[src/rtl/seq_1011_tx_if.sv]
// Word-source / serial-line bundle for the 1011 sync framer.
// Latency: n/a (wires only).
// Backpressure: source holds data_in/valid_in until ready_out; the serial side has no backpressure.
//   master: word source + line observer (drives data_in/valid_in)
//   slave : the framer (drives ready_out, tx_out, busy, sync_mark, frame_done)
interface seq_1011_tx_if #(
    parameter int DATA_W = 8
);
    logic [DATA_W-1:0] data_in;
    logic              valid_in;
    logic              ready_out;
    logic              tx_out;
    logic              busy;
    logic              sync_mark;
    logic              frame_done;

    modport master (
        output data_in,
        output valid_in,
        input  ready_out,
        input  tx_out,
        input  busy,
        input  sync_mark,
        input  frame_done
    );

    modport slave (
        input  data_in,
        input  valid_in,
        output ready_out,
        output tx_out,
        output busy,
        output sync_mark,
        output frame_done
    );
endinterface

[src/rtl/seq_1011_tx.sv]
// Serial framer: sends each word as sync 1011 + MSB-first payload, bit-stuffing so 1011 appears only as sync.
// Latency: word accepted at edge E -> first sync bit on tx_out after edge E+1; DATA_W+4 bits per unstuffed frame.
// Backpressure: ready_out high in IDLE and in the cycle before an unstuffed final payload bit; otherwise held off.
//   Ports: clk, rst (async, active-high); bus (slave modport): data_in, valid_in, ready_out,
//          tx_out, busy, sync_mark, frame_done.
module seq_1011_tx #(
    parameter int DATA_W = 8
) (
    input  logic          clk,
    input  logic          rst,
    seq_1011_tx_if.slave  bus
);
    localparam int IDX_W = $clog2(DATA_W);

    localparam logic [1:0] ST_IDLE = 2'd0;
    localparam logic [1:0] ST_SYNC = 2'd1;
    localparam logic [1:0] ST_DATA = 2'd2;

    // Sync bit index 0 is the MSB of this constant.
    localparam logic [3:0] SYNC_PAT = 4'b1011;

    logic [1:0]        state;
    logic [1:0]        sync_idx;
    logic [IDX_W-1:0]  data_idx;
    logic [DATA_W-1:0] shreg;
    logic              tx_q;
    logic [2:0]        hist;     // hist[0] is the most recently sent bit
    logic              sync_mark_q;
    logic              frame_done_q;

    logic cand;
    logic stuff;
    logic last_bit;
    logic ready;
    logic accept;
    logic tx_nxt;

    always_comb begin
        cand = 1'b0;
        case (state)
            ST_SYNC: cand = SYNC_PAT[2'd3 - sync_idx];
            ST_DATA: cand = shreg[DATA_W-1];
            default: cand = 1'b0;
        endcase

        // A 1 after 101 would complete 1011; the last sync bit is the only place that is allowed.
        stuff = (state != ST_IDLE) && (hist == 3'b101) && cand
                && !((state == ST_SYNC) && (sync_idx == 2'd3));

        last_bit = (state == ST_DATA) && (data_idx == '0) && !stuff;
        ready    = (state == ST_IDLE) || last_bit;
        accept   = bus.valid_in && ready;
        tx_nxt   = stuff ? 1'b0 : cand;
    end

    always_ff @(posedge clk or posedge rst) begin
        if (rst) begin
            state        <= ST_IDLE;
            sync_idx     <= 2'd0;
            data_idx     <= '0;
            shreg        <= '0;
            tx_q         <= 1'b0;
            hist         <= 3'b000;
            sync_mark_q  <= 1'b0;
            frame_done_q <= 1'b0;
        end else begin
            tx_q         <= tx_nxt;
            hist         <= {hist[1:0], tx_nxt};
            // Sync bit 3 is never stuffed, so the mark lines up with it unconditionally.
            sync_mark_q  <= (state == ST_SYNC) && (sync_idx == 2'd3);
            frame_done_q <= last_bit;

            case (state)
                ST_IDLE: begin
                    if (accept) begin
                        shreg    <= bus.data_in;
                        sync_idx <= 2'd0;
                        state    <= ST_SYNC;
                    end
                end
                ST_SYNC: begin
                    if (!stuff) begin
                        if (sync_idx == 2'd3) begin
                            data_idx <= IDX_W'(DATA_W - 1);
                            state    <= ST_DATA;
                        end else begin
                            sync_idx <= sync_idx + 2'd1;
                        end
                    end
                end
                ST_DATA: begin
                    if (!stuff) begin
                        if (data_idx == '0) begin
                            // Back-to-back: next word's sync starts on the very next edge.
                            if (accept) begin
                                shreg    <= bus.data_in;
                                sync_idx <= 2'd0;
                                state    <= ST_SYNC;
                            end else begin
                                state    <= ST_IDLE;
                            end
                        end else begin
                            shreg    <= {shreg[DATA_W-2:0], 1'b0};
                            data_idx <= data_idx - 1'b1;
                        end
                    end
                end
                default: state <= ST_IDLE;
            endcase
        end
    end

    assign bus.ready_out  = ready;
    assign bus.tx_out     = tx_q;
    assign bus.busy       = (state == ST_SYNC) || (state == ST_DATA);
    assign bus.sync_mark  = sync_mark_q;
    assign bus.frame_done = frame_done_q;

endmodule

[src/flat_wrapper.sv]
// flat-port wrapper written by rule: the top's interface ports become plain ports
module seq_1011_tx_flat 
#(
    parameter int DATA_W = 8
)
  (clk, rst, bus_data_in, bus_valid_in, bus_ready_out, bus_tx_out, bus_busy, bus_sync_mark, bus_frame_done);
  seq_1011_tx_if #(.DATA_W(DATA_W)) bus_i ();
  input  logic clk;
  input  logic rst;
  input wire logic [$bits(bus_i.data_in)-1:0] bus_data_in;
  input wire logic [$bits(bus_i.valid_in)-1:0] bus_valid_in;
  output wire logic [$bits(bus_i.ready_out)-1:0] bus_ready_out;
  output wire logic [$bits(bus_i.tx_out)-1:0] bus_tx_out;
  output wire logic [$bits(bus_i.busy)-1:0] bus_busy;
  output wire logic [$bits(bus_i.sync_mark)-1:0] bus_sync_mark;
  output wire logic [$bits(bus_i.frame_done)-1:0] bus_frame_done;
  assign bus_i.data_in = bus_data_in;
  assign bus_i.valid_in = bus_valid_in;
  assign bus_ready_out = bus_i.ready_out;
  assign bus_tx_out = bus_i.tx_out;
  assign bus_busy = bus_i.busy;
  assign bus_sync_mark = bus_i.sync_mark;
  assign bus_frame_done = bus_i.frame_done;
  seq_1011_tx #(.DATA_W(DATA_W)) u_core (.clk(clk), .rst(rst), .bus(bus_i));
endmodule
[config.mk]
export PLATFORM = sky130hd
export DESIGN_NAME = seq_1011_tx_flat
export DESIGN_NICKNAME = d
export VERILOG_FILES = /design/src/rtl/seq_1011_tx_if.sv /design/src/rtl/seq_1011_tx.sv /design/src/flat_wrapper.sv
export SDC_FILE = /design/constraint.sdc
export NUM_CORES = 1
export LEC_CHECK = 0
export BUFFER_PORTS_ARGS = -buffer_cell sky130_fd_sc_hd__buf_2
export CAP_MARGIN = 20
export CORE_MARGIN = 2
export CORE_UTILIZATION = 45
export CTS_CLUSTER_DIAMETER = 80
export DETAILED_ROUTE_END_ITERATION = 16
export GPL_ROUTABILITY_DRIVEN = 0
export PLACE_DENSITY = 0.65
export SLEW_MARGIN = 10
export SYNTH_ARGS = -nofsm -noshare
export SYNTH_HDL_FRONTEND = slang
export SYNTH_SLANG_ARGS = --single-unit
[constraint.sdc]
create_clock -name clk -period 2.88 [get_ports clk]
set_input_delay 0.576 -clock clk [delete_from_list [all_inputs] [get_ports clk]]
set_output_delay 0.576 -clock clk [all_outputs]
set_load 0.01 [all_outputs]
### After elaboration in Yosys (flattened, before gate mapping)

Cells that the tools add are included.

| word-level totals | value |
|---|---|
| output and inout bits | 5 |
| input port bits | 11 |
| flip-flop bits (word level) | 21 |

| cells by class | value |
|---|---|
| reductions and logical operators | 21 |
| order comparisons | 1 |
| mux-type cells | 26 |
| equality and inequality tests | 11 |
| $add $sub $neg | 3 |

Operator list:

| operator | count |
|---|---|
| 2-to-1 mux 8 bit | 3 |
| 2-to-1 mux 2 bit | 10 |
| case mux 8 bit (2 select lines) | 1 |
| AND reduction 5 bit | 3 |
| 2-to-1 mux 3 bit | 4 |
| inequality test 2 bit, second input constant | 6 |
| case mux 2 bit (3 select lines) | 2 |
| logical AND 1 bit | 7 |
| case mux 3 bit (2 select lines) | 1 |
| nonzero test 2 bit | 3 |
| == test 2 bit, second input constant | 2 |
| == test 3 bit, second input constant | 1 |
| logical NOT 3 bit | 1 |
| < comparator 2 x 3 -> 1 bit, second input constant | 1 |
| 2-to-1 mux 1 bit | 3 |
| nonzero test 3 bit | 1 |
| subtractor 3 x 1 -> 3 bit, second input constant | 1 |
| adder 2 x 1 -> 2 bit, second input constant | 1 |
| binary-select mux 1 bit (select 2 bit) | 1 |
| == test 2 x 1 -> 1 bit, second input constant | 1 |
| logical NOT 1 bit | 2 |
| logical NOT 2 bit | 1 |
| logical OR 1 bit | 2 |
| inequality test 2 x 1 -> 1 bit, second input constant | 1 |
| 3 further kinds | 3 |

### Logic depth before layout (Yosys ltp)

| depth | value |
|---|---|
| depth after elaboration | 14 |
| gate-level depth with buffers | 9 |

### Worst setup path before layout

Ideal clock, no wire load.

| path | value |
|---|---|
| kind | register to output |
| start point | reg u_core.state[1] |
| end point | out bus_ready_out |
| data arrival time | 1735 ps |
| cell stages (with the launch flop) | 8 |
| setup slack | 569 ps |
| required time | 2304 ps |
| path through | dfrtp_1 > inv_1 > ha_1 > and2_1 > buf_6 > a2111oi_4 > nor2_1 > or2_2 |

| on the way | value |
|---|---|
| cells in the longest elaborated chain, start to end | 7 |
| elaborated cells between the ends (all ways) | 14 |

Ends and longest elaborated chain:

| item | RTL line | text |
|---|---|---|
| start: declaration | seq_1011_tx.sv:22 | `logic [1:0] state;` |
| start signal: assignment | seq_1011_tx.sv:58 | `state <= ST_IDLE;` |
| start signal: assignment | seq_1011_tx.sv:78 | `state <= ST_SYNC;` |
| start signal: assignment | seq_1011_tx.sv:85 | `state <= ST_DATA;` |
| == test 2 bit, or another cell as far along | seq_1011_tx.sv:40, seq_1011_tx.sv:50 |  |
| case mux 1 bit (2 select lines), or another cell as far along | seq_1011_tx.sv:40 | `case (state)` |
| logical AND 1 bit / logical NOT 1 bit (equally long branches) | seq_1011_tx.sv:47, seq_1011_tx.sv:48 |  |
| logical AND 1 bit | seq_1011_tx.sv:48 | `&& !((state == ST_SYNC) && (sync_idx == 2'd3));` |
| logical NOT 1 bit | seq_1011_tx.sv:50 | `last_bit = (state == ST_DATA) && (data_idx == '0) && !stuff;` |
| logical AND 1 bit * | seq_1011_tx.sv:50 |  |
| via u_core.last_bit | seq_1011_tx.sv:33 | `logic last_bit;` |
| logical OR 1 bit * | seq_1011_tx.sv:51 | `ready = (state == ST_IDLE) \|\| last_bit;` |
| end: declaration | flat_wrapper.sv:12 | `output wire logic [$bits(bus_i.ready_out)-1:0] bus_ready_out;` |

The timed path passes the listed nets; every way through them passes the cells marked *.

### Worst setup path in the final report

| path | value |
|---|---|
| start point | reg u_core.state[0] |
| end point | out bus_ready_out |

The elaborated chain is that of the path after synthesis.

==> flow_summary.ini <==
[worst_setup_path]
crit_path_start_kind = flip-flop
worstSetupPathType = flip-flop to output port
critPathCaptureType = output port
critPathSlowestCell = dfrtp_1
reg2reg_slack_ns = 0.60
startpoint = u_core.state[0]
critical-path-max-stage-delay_ns = 0.40
reg2reg_depth = 8
reg2reg_from = u_core.state[1]
crit_required_ns = 2.30
worstPathMaxFanout = 7
crit_arrival_ns = 2.15
path_cells = buf_4, ha_2, and2_1, a2111oi_4, nor2_1, or2_2, buf_2
r2r_end = u_core.state[0]
cp-endpoint = bus_ready_out

[synth]
synth_cell_types = 37
synth_top_family_by_area = compound AO/OA/AOI/OAI gates
synth_flop_cell = dfrtp_1
yosys-top-cells-area = dfrtp_1 (43%), ha_1 (11%), o2bb2ai_1 (5.3%), a22oi_1 (4.5%), inv_1 (2.9%)
netlist.area_leader.share_pct = 42.9
syn-cell-area_um2 = 1170
yosysWarnings = 0
synth_nets = 128
synth.area.mux_share_pct = 3.54
postSynthCellCount = 107
synth_seq_cells = 20
synth_fa_ha_area_share_pct = 10.7
synth-seq-area-share_pct = 42.9
synthXorXnorAreaFrac_pct = 0
synth_enable_flop_cells = 0
async_flop_share_pct = 100
synth_top_cell_by_area = dfrtp_1
synth-compound-area-share_pct = 23.4
synth-simple-area-share_pct = 14.0
avgSynthCellArea_um2 = 10.9

[floorplanning]
die_h_um = 54.9
core-area_um2 = 2480
num_rows = 18
die_w_um = 54.9
start_util_pct = 47.1
ios = 16
dieArea_um2 = 3020

[cells_and_area]
post-route-util_pct = 53.7
nFillCells = 234
regArea_um2 = 500
finalNetCount = 147
n_antenna_cell = 0
stdcell_count = 155
multi_input_area_um2 = 624
drive_gt1_share_pct = 26.4
area_delta_synth_final_pct = 13.9
post-route-cell-area_um2 = 1330

[flow_run]
drv_cap = 0

[place]
io_buffers = 15
dp_slack_ns = 0.325
dp_cells = 148
place_hpwl_mm = 1.60
dpl_cell_area_um2 = 1250

[power_and_ir_drop]
leakage_nw = 0.622
finalPower_mw = 1.23
power_density_nw_per_um2 = 923
peakVddDrop_uv = 545

[drt]
wl_per_cell_um = 14.7
viasPerCell = 5.66
drtIter0Drc = 21
ant_nets = 0
drcViolationCount = 0
routed_wl_mm = 2.28
vias = 878
drt_pre_antenna_iters = 4

[global_route]
grt_first_pass_wirelength_mm = 3.68
grt_pass1_vias = 807
grt_max_degree = 21
grt-ovfl-total = 0
antenna_found_initial = 0
track_usage_pct = 18.0

[timing]
fmax_mhz = 366
finalHoldViolCount = 0
fin_crit_sh_pct = 94.7
skew_ns = 0.00817
timing.final.ws_setup_ns = 0.151
slew_viol_final = 0
slew_headroom_pct = 50.1
layout_min_cycle_time_ns = 2.73
worstMarginPinSlew_ns = 0.747
setup_violations = 0
whs_ns = 0.370
grt_setup_unrepaired = no
tns_ns = 0

[hold_path]
hold_path_class = input port to asynchronous set/reset pin

[clock_network]
cts_buffer_depth = 2
clk_pin_slew_ns = 0.12
hold_buffers = 0
h-tree-depth = 1
clk_latency_ns = 0.31
clk_root_buffer_cell = clkbuf_4
cts.sinks = 20
cts_tree = built
cts_inserted_buffers = 3

[outcome]
status = finished, final reports clean
-- flip-flops by register name, indices dropped and copies added, names as in the netlist --
signal                 cells
u_core.shreg               8
u_core.data_idx            3
u_core.hist                3
u_core.state               2
u_core.sync_idx            2
u_core.bus.frame_done      1
u_core.bus.sync_mark       1
-- critical path, delay by kind of cell, from the launching register on --
family,cells,cell delay (ns)
AND/OR/NAND/NOR,3,0.62
flip-flops,1,0.40
AO/OA/AOI/OAI,1,0.31
buffers and inverters,2,0.29
adder cells (fa/ha/maj),1,0.23
-- per-layer routing --
layer	routed length [um]	up-vias	share of wire, %	track usage, %
met4	36	0	1.6	8.94
met2	1120	20	49	28.8
li1	-	430	-	-
met3	131	5	5.7	5.91
met5	0	-	0	0
met1	993	423	43	21.6
-- where the power goes --
| part | total (mW) | internal [mW] | switching (mW) |
|---|---|---|---|
| sequential | 0.443 | 0.382 | 0.0616 |
| clock | 0.166 | 0.0773 | 0.0892 |
| combinational | 0.618 | 0.281 | 0.337 |
| total | 1.23 | 0.739 | 0.488 |
-- worst min-delay path by stage --
stage / to / cells after the start
2_1_floorplan: u_core.hist[2] / 0
3_3_place_gp: u_core.hist[2] / 0
3_5_place_dp: u_core.hist[2] / 0
4_1_cts: u_core.hist[2] / 0
5_1_grt: u_core.hist[2] / 0
6_report: u_core.bus.sync_mark / 2
-- cells in the final DEF, fill, tap and decap left out, types with 2 or more instances in the layout --
cell type,instances
a21oi_1,3
nor2_1,4
ha_1,8
o2bb2ai_1,7
a22oi_1,7
nand2b_1,2
and2_1,2
ha_2,2
clkbuf_4,3
buf_4,3
mux2_4,2
o21ai_0,4
nand4_1,2
dfrtp_1,20
nand2_1,9
o21a_1,2
buf_2,15
inv_1,9
-- synthesized netlist by cell type (2+ instances only) --
library cell	instances
dfrtp_1	20
ha_1	10
inv_1	9
nand2_1	9
a22oi_1	7
o2bb2ai_1	7
nor2_1	4
o21ai_0	4
a21oi_1	3
and2_1	2
buf_6	2
mux2_4	2
nand2b_1	2
nand4_1	2
o21a_1	2
-- cells by family (layout without fill, tap and decap cells) --
kind of cell,after synthesis,count (layout)
mux,3,3
buf+inv,13,31
compound gates,32,32
flops,20,20
fa+ha+maj,10,10
simple gates,29,29
-- repair_timing --
action / 4_1_cts / 5_1_grt
pin swaps: 1 / 0
buffers inserted: 3 / 0
gates resized for setup: 2 / 2
endpoints found under the setup margin: 1 / 1
-- area by class of cell --
cell class | instances | area share (%)
Clock buffer | 4 | 2.73
Tap cell | 30 | 2.82
Timing Repair Buffer | 18 | 7.34
Inverter | 9 | 2.54
Sequential cell | 20 | 37.6
Multi-Input combinational cell | 74 | 46.9
(Power assumes the default switching activity.)
